File: config.mk
export PLATFORM = sky130hd
export DESIGN_NAME = instruction_fetch_unit
export DESIGN_NICKNAME = d
export VERILOG_FILES = /design/src/rtl/instruction_fetch_unit_pkg.sv /design/src/rtl/instruction_fetch_unit_program_counter.sv /design/src/rtl/instruction_fetch_unit.sv
export SDC_FILE = /design/constraint.sdc
export NUM_CORES = 1
export LEC_CHECK = 0
export ABC_AREA = 0
export BUFFER_PORTS_ARGS = -buffer_cell sky130_fd_sc_hd__buf_4
export CORE_MARGIN = 2
export CORE_UTILIZATION = 54
export CTS_CLUSTER_SIZE = 28
export DETAILED_ROUTE_END_ITERATION = 12
export HOLD_SLACK_MARGIN = 0.15
export PLACE_DENSITY = 0.84
export SLEW_MARGIN = 10
export SYNTH_ARGS = -nofsm -noshare
export SYNTH_HDL_FRONTEND = slang
export SYNTH_HIERARCHICAL = 1
export SYNTH_SLANG_ARGS = --single-unit
File: constraint.sdc
create_clock -name clk -period 5.86 [get_ports clk]
set_input_delay 1.172 -clock clk [delete_from_list [all_inputs] [get_ports clk]]
set_output_delay 1.172 -clock clk [all_outputs]
set_load 0.01 [all_outputs]
File: src/rtl/instruction_fetch_unit_pkg.sv
// Shared definitions for the instruction fetch unit, instruction register and decoder.
package instruction_fetch_unit_pkg;

  // Instruction word field slices
  localparam int OPC_HI = 15;
  localparam int OPC_LO = 12;
  localparam int DA_HI  = 11;
  localparam int DA_LO  = 8;
  localparam int AA_HI  = 7;
  localparam int AA_LO  = 4;
  localparam int BA_HI  = 3;
  localparam int BA_LO  = 0;

  localparam logic [3:0] HALT_OP_DEFAULT = 4'hF;

  // Fetch sequencer state encoding
  localparam logic [2:0] ST_IDLE  = 3'd0;
  localparam logic [2:0] ST_REQ   = 3'd1;
  localparam logic [2:0] ST_ISSUE = 3'd2;
  localparam logic [2:0] ST_EXEC  = 3'd3;
  localparam logic [2:0] ST_HALT  = 3'd4;

  function automatic logic [3:0] opcode_of(input logic [15:0] word);
    return word[OPC_HI:OPC_LO];
  endfunction

endpackage

File: src/rtl/instruction_fetch_unit_program_counter.sv
// Program counter: resets to RESET_PC, load wins over increment, wraps modulo 2^ADDR_W.
module instruction_fetch_unit_program_counter
  import instruction_fetch_unit_pkg::*;
#(
  parameter int                ADDR_W   = 8,
  parameter logic [ADDR_W-1:0] RESET_PC = '0
) (
  input  logic              clk_i,
  input  logic              reset_i,
  input  logic              load_i,
  input  logic [ADDR_W-1:0] load_val_i,
  input  logic              inc_i,
  output logic [ADDR_W-1:0] pc_o
);

  logic [ADDR_W-1:0] pc_q;
  logic [ADDR_W-1:0] pc_d;

  // Next PC: a redirect overrides the sequential increment
  always_comb begin
    pc_d = pc_q;
    if (load_i) begin
      pc_d = load_val_i;
    end else if (inc_i) begin
      pc_d = pc_q + 1'b1;
    end
  end

  // PC register with synchronous reset
  always_ff @(posedge clk_i) begin
    if (reset_i) begin
      pc_q <= RESET_PC;
    end else begin
      pc_q <= pc_d;
    end
  end

  assign pc_o = pc_q;

endmodule

File: src/rtl/instruction_fetch_unit.sv
// Instruction fetch sequencer: requests words from program memory, hands them to the
// instruction register with a one-cycle IL strobe, and waits for execute completion.
//
// state | meaning
// IDLE  | waiting for run
// REQ   | mem_req high, address held, waiting for mem_ack (timeout counted)
// ISSUE | IL high for one cycle, IR valid; HALT opcode checked here
// EXEC  | waiting for exec_done, then refetch or go idle
// HALT  | terminal after HALT opcode or memory timeout; left only by reset
module instruction_fetch_unit
  import instruction_fetch_unit_pkg::*;
#(
  parameter int                ADDR_W   = 8,
  parameter logic [ADDR_W-1:0] RESET_PC = '0,
  parameter int                TIMEOUT  = 15,
  parameter logic [3:0]        HALT_OP  = HALT_OP_DEFAULT
) (
  input  logic              clk,
  input  logic              reset,
  input  logic              run,
  input  logic              exec_done,
  input  logic              pc_load,
  input  logic [ADDR_W-1:0] pc_in,
  output logic              mem_req,
  output logic [ADDR_W-1:0] mem_addr,
  input  logic              mem_ack,
  input  logic [15:0]       mem_data,
  output logic [15:0]       IR,
  output logic              IL,
  output logic [ADDR_W-1:0] PC,
  output logic              halted,
  output logic              fault
);

  localparam int TMO_W = (TIMEOUT < 2) ? 1 : $clog2(TIMEOUT + 1);

  logic [2:0]        state_q, state_d;
  logic [ADDR_W-1:0] addr_q, addr_d;
  logic [15:0]       ir_q, ir_d;
  logic              halted_q, halted_d;
  logic              fault_q, fault_d;
  logic              flush_q, flush_d;
  logic [TMO_W-1:0]  tmo_q, tmo_d;
  logic              pc_ld;
  logic              pc_inc;
  logic [ADDR_W-1:0] pc_cur;
  logic [ADDR_W-1:0] next_fetch;

  // A redirect arriving in the same cycle as a fetch launch takes effect immediately
  assign next_fetch = pc_load ? pc_in : pc_cur;
  assign pc_ld      = pc_load && (state_q != ST_HALT);

  instruction_fetch_unit_program_counter #(
    .ADDR_W   (ADDR_W),
    .RESET_PC (RESET_PC)
  ) u_pc (
    .clk_i      (clk),
    .reset_i    (reset),
    .load_i     (pc_ld),
    .load_val_i (pc_in),
    .inc_i      (pc_inc),
    .pc_o       (pc_cur)
  );

  // Sequencer next-state, fetch address, IR capture, flush and timeout
  always_comb begin
    state_d  = state_q;
    addr_d   = addr_q;
    ir_d     = ir_q;
    halted_d = halted_q;
    fault_d  = fault_q;
    flush_d  = flush_q;
    tmo_d    = tmo_q;
    pc_inc   = 1'b0;
    case (state_q)
      ST_IDLE: begin
        if (run) begin
          addr_d  = next_fetch;
          tmo_d   = '0;
          state_d = ST_REQ;
        end
      end
      ST_REQ: begin
        if (mem_ack) begin
          tmo_d = '0;
          if (flush_q || pc_load) begin
            // stale word: drop it and relaunch at the redirected PC
            flush_d = 1'b0;
            addr_d  = next_fetch;
          end else begin
            ir_d    = mem_data;
            pc_inc  = 1'b1;
            state_d = ST_ISSUE;
          end
        end else begin
          // outstanding transfer still completes at the old address
          if (pc_load) begin
            flush_d = 1'b1;
          end
          if (tmo_q == TMO_W'(TIMEOUT - 1)) begin
            fault_d = 1'b1;
            state_d = ST_HALT;
          end else begin
            tmo_d = tmo_q + 1'b1;
          end
        end
      end
      ST_ISSUE: begin
        if (opcode_of(ir_q) == HALT_OP) begin
          halted_d = 1'b1;
          state_d  = ST_HALT;
        end else begin
          state_d = ST_EXEC;
        end
      end
      ST_EXEC: begin
        if (exec_done) begin
          if (run) begin
            addr_d  = next_fetch;
            tmo_d   = '0;
            state_d = ST_REQ;
          end else begin
            state_d = ST_IDLE;
          end
        end
      end
      ST_HALT: begin
        state_d = ST_HALT;
      end
      default: begin
        state_d = ST_IDLE;
      end
    endcase
  end

  // Sequencer registers with synchronous reset
  always_ff @(posedge clk) begin
    if (reset) begin
      state_q  <= ST_IDLE;
      addr_q   <= RESET_PC;
      ir_q     <= 16'h0000;
      halted_q <= 1'b0;
      fault_q  <= 1'b0;
      flush_q  <= 1'b0;
      tmo_q    <= '0;
    end else begin
      state_q  <= state_d;
      addr_q   <= addr_d;
      ir_q     <= ir_d;
      halted_q <= halted_d;
      fault_q  <= fault_d;
      flush_q  <= flush_d;
      tmo_q    <= tmo_d;
    end
  end

  assign mem_req  = (state_q == ST_REQ);
  assign IL       = (state_q == ST_ISSUE);
  assign mem_addr = addr_q;
  assign IR       = ir_q;
  assign PC       = pc_cur;
  assign halted   = halted_q;
  assign fault    = fault_q;

endmodule

==> flow_metrics.env <==
export IMPL_synth_largest_area_cell="dfxtp_1"
export IMPL_endpoint_kind="register"
export IMPL_min_from="mem_addr[3]"
export IMPL_cts_sinks=42
export IMPL_ys_seq_area_frac=0.404
export IMPL_min_path_cells=2
export IMPL_ys_top_cells_by_area="dfxtp_1 40%, mux2i_1 8.7%, a211oi_1 7.6%"
export IMPL_power_leakage_nw=1.21
export IMPL_syn_area_um2=2080
export IMPL_antenna_left=0
export IMPL_status="finished, final reports clean"
export IMPL_peakVddDrop_mv=0.164
export IMPL_viasPerCell=5.60
export IMPL_cts_htree_levels=2
export IMPL_overflow=0
export IMPL_n_antenna_cell=0
export IMPL_final_nets=312
export IMPL_finalHoldViolations=0
export IMPL_power_density_nw_per_um2=249
export IMPL_cts_tree="yes"
export IMPL_cts_resized_gates=0
export IMPL_drive_above_1_share=0.307
export IMPL_hold_class="register to register"
export IMPL_die_y_um=66.1
export IMPL_drt_iter0_markers=118
export IMPL_crit_fanout=17
export IMPL_globalplace_congestion=0.842
export IMPL_cts_path_max_buffers=2
export IMPL_die_x_um=66.1
export IMPL_io_buffer_count=65
export IMPL_start_kind="primary input"
export IMPL_area_growth_pct=26.3
export IMPL_rr_startpoint="state_q[2]"
export IMPL_synth_nets=254
export IMPL_fillers=321
export IMPL_crit_type="primary input to register"
export IMPL_ctsHoldBuffers=0
export IMPL_cts_clk_slew_worst_paths_ns=0.08
export IMPL_grt_use_total=0.215
export IMPL_tightestPinTransition_ns=0.628
export IMPL_timing_critical_path_to="u_pc/pc_o[7]"
export IMPL_routedWlPerCell_um=13.4
export IMPL_drc_errors=0
export IMPL_core_um2=3690
export IMPL_period_minus_slack_ns=3.17
export IMPL_slew_viol_final=0
export IMPL_antenna_found_initial=0
export IMPL_grt_max_degree=46
export IMPL_clock_skew_ns=0.00553
export IMPL_cts_buffers=5
export IMPL_yosys_warnings=6
export IMPL_ys_ff_latch=42
export IMPL_yosys_cell_types_count=43
export IMPL_via_count=1838
export IMPL_reg2reg_depth=6
export IMPL_start_util=0.564
export IMPL_post_cts_buffers=0
export IMPL_relSlewSlack=0.581
export IMPL_dp_hpwl_um=3170
export IMPL_die_area_um2=4370
export IMPL_std_cell_rows=22
export IMPL_cp_arrival_ns=3.39
export IMPL_fmax_ghz=0.316
export IMPL_grt_pass1_vias=1710
export IMPL_p_total_mw=0.656
export IMPL_grt_pass1_wl_um=7380
export IMPL_io_pins=66
export IMPL_yosysTopAreaCellShare=0.404
export IMPL_post_route_period_util=0.540
export IMPL_netlist_instances=221
export IMPL_rsz0062_at_grt="no"
export IMPL_setup_violations=0
export IMPL_rrSetupSlack_ns=2.88
export IMPL_worstReg2RegEnd="u_pc/pc_o[7]"
export IMPL_required_ns=6.08
export IMPL_root_buffer="clkbuf_8"
export IMPL_avgSynthCellArea_um2=9.42
export IMPL_timing_setup_tns_ns=0
export IMPL_cap_violations=0
export IMPL_drt_pass1_iter_count=4
export IMPL_wl_um=4390
export IMPL_worstSetupStartpoint="pc_load"
export IMPL_insertion_delay_ns=0.29
## worst min-delay path by stage
stage                             end
after floorplan           mem_addr[0]
after global placement    mem_addr[2]
after detailed placement  mem_addr[2]
after CTS                 mem_addr[2]
after global routing      mem_addr[2]
final                     mem_addr[3]
## cells in the final DEF, fill, tap and decap left out, types with 3 or more instances in the layout
cell,n
buf_4,66
ha_1,3
inv_1,12
dfxtp_1,42
nand4_1,3
mux2_2,9
a211oi_1,21
a221oi_1,4
nor3b_1,5
xor2_1,4
a21oi_1,14
mux2i_1,18
o211ai_1,4
nor2_1,26
nand3_1,6
nand2_1,5
clkbuf_8,6
## sequential cells by signal, summed over array words and instances, names as in the netlist
signal / count
IR: 16
mem_addr: 8
tmo_q: 4
halted: 1
state_q: 3
fault: 1
flush_q: 1
u_pc/pc_o: 8
## synth_stat cells (all sizes together)
master    n
o21bai    2
and4      1
o21a      1
dfxtp    42
and3      2
inv      12
a21oi    14
buf       8
nor3b     6
o211ai    4
clkbuf    7
or4       2
and2b     1
a21boi    1
nand4     3
a311oi    1
or3       1
a221oi    4
nand4b    1
xor2      4
and3b     1
nand2     5
a41oi     1
nor3      2
nand3b    2
nand2b    2
and4b     1
o31a      1
a211oi   21
nand4bb   1
o21ai     1
mux2      9
or3b      1
ha        3
nand3     7
mux2i    18
a21o      2
nor2     26
## routing by layer
layer / part of all wire / global-route usage / wire length [um]
met5: 0 / 0 / 0
met4: 0.0066 / 0.0612 / 29
met3: 0.056 / 0.0511 / 248
met2: 0.48 / 0.370 / 2120
met1: 0.45 / 0.266 / 2000
## cell families (layout without fill, tap and decap cells)
logic type               count (synthesis)  in the layout  synth area share
buffers and inverters                   27             86            0.0691
AO/OA/AOI/OAI                           53             53             0.179
flip-flops                              42             42             0.404
multiplexers                            27             27             0.135
XOR/XNOR                                 4              4            0.0168
adder cells (fa/ha/maj)                  3              3            0.0180
AND/OR/NAND/NOR                         65             65             0.177
## power breakdown
| group | internal [mW] | switching [mW] |
|---|---|---|
| sequential | 0.305 | 0.0208 |
| clock | 0.0950 | 0.0938 |
| combinational | 0.0731 | 0.0676 |
| total | 0.473 | 0.182 |
## metrics by stage
step / setup slack (ns) / instance area (um^2) / hold WS, ns / util / cells
after global routing: 2.55 / 2630 / 0.483 / 0.713 / 328
after CTS: 2.71 / 2630 / 0.467 / 0.713 / 328
after global placement: 2.44 / 2540 / 0.450 / 0.688 / 320
after floorplan: 3.00 / 2080 / 0.478 / - / 221
after detailed placement: 2.38 / 2540 / 0.453 / 0.688 / 320
final: 2.69 / 2630 / 0.462 / 0.713 / 328
## area by class of cell
class	instances	area, um^2	share of cell area
inverter	12	45.0	0.0171
clock inverter	1	5.00	0.00190
multi-input combinational	152	1100	0.417
sequential	42	841	0.320
clock buffer	7	86.3	0.0328
timing repair buffer	66	495	0.188
tap	48	60.1	0.0228
## critical path: stages
cell and delay (ns):
buf_4 0.15, nor2_1 0.18, nand3_2 0.48, inv_1 0.44, or3b_1 0.39, or4_1 0.47
o211ai_1 0.10
No activity file was read; power rests on OpenSTA's default activity.
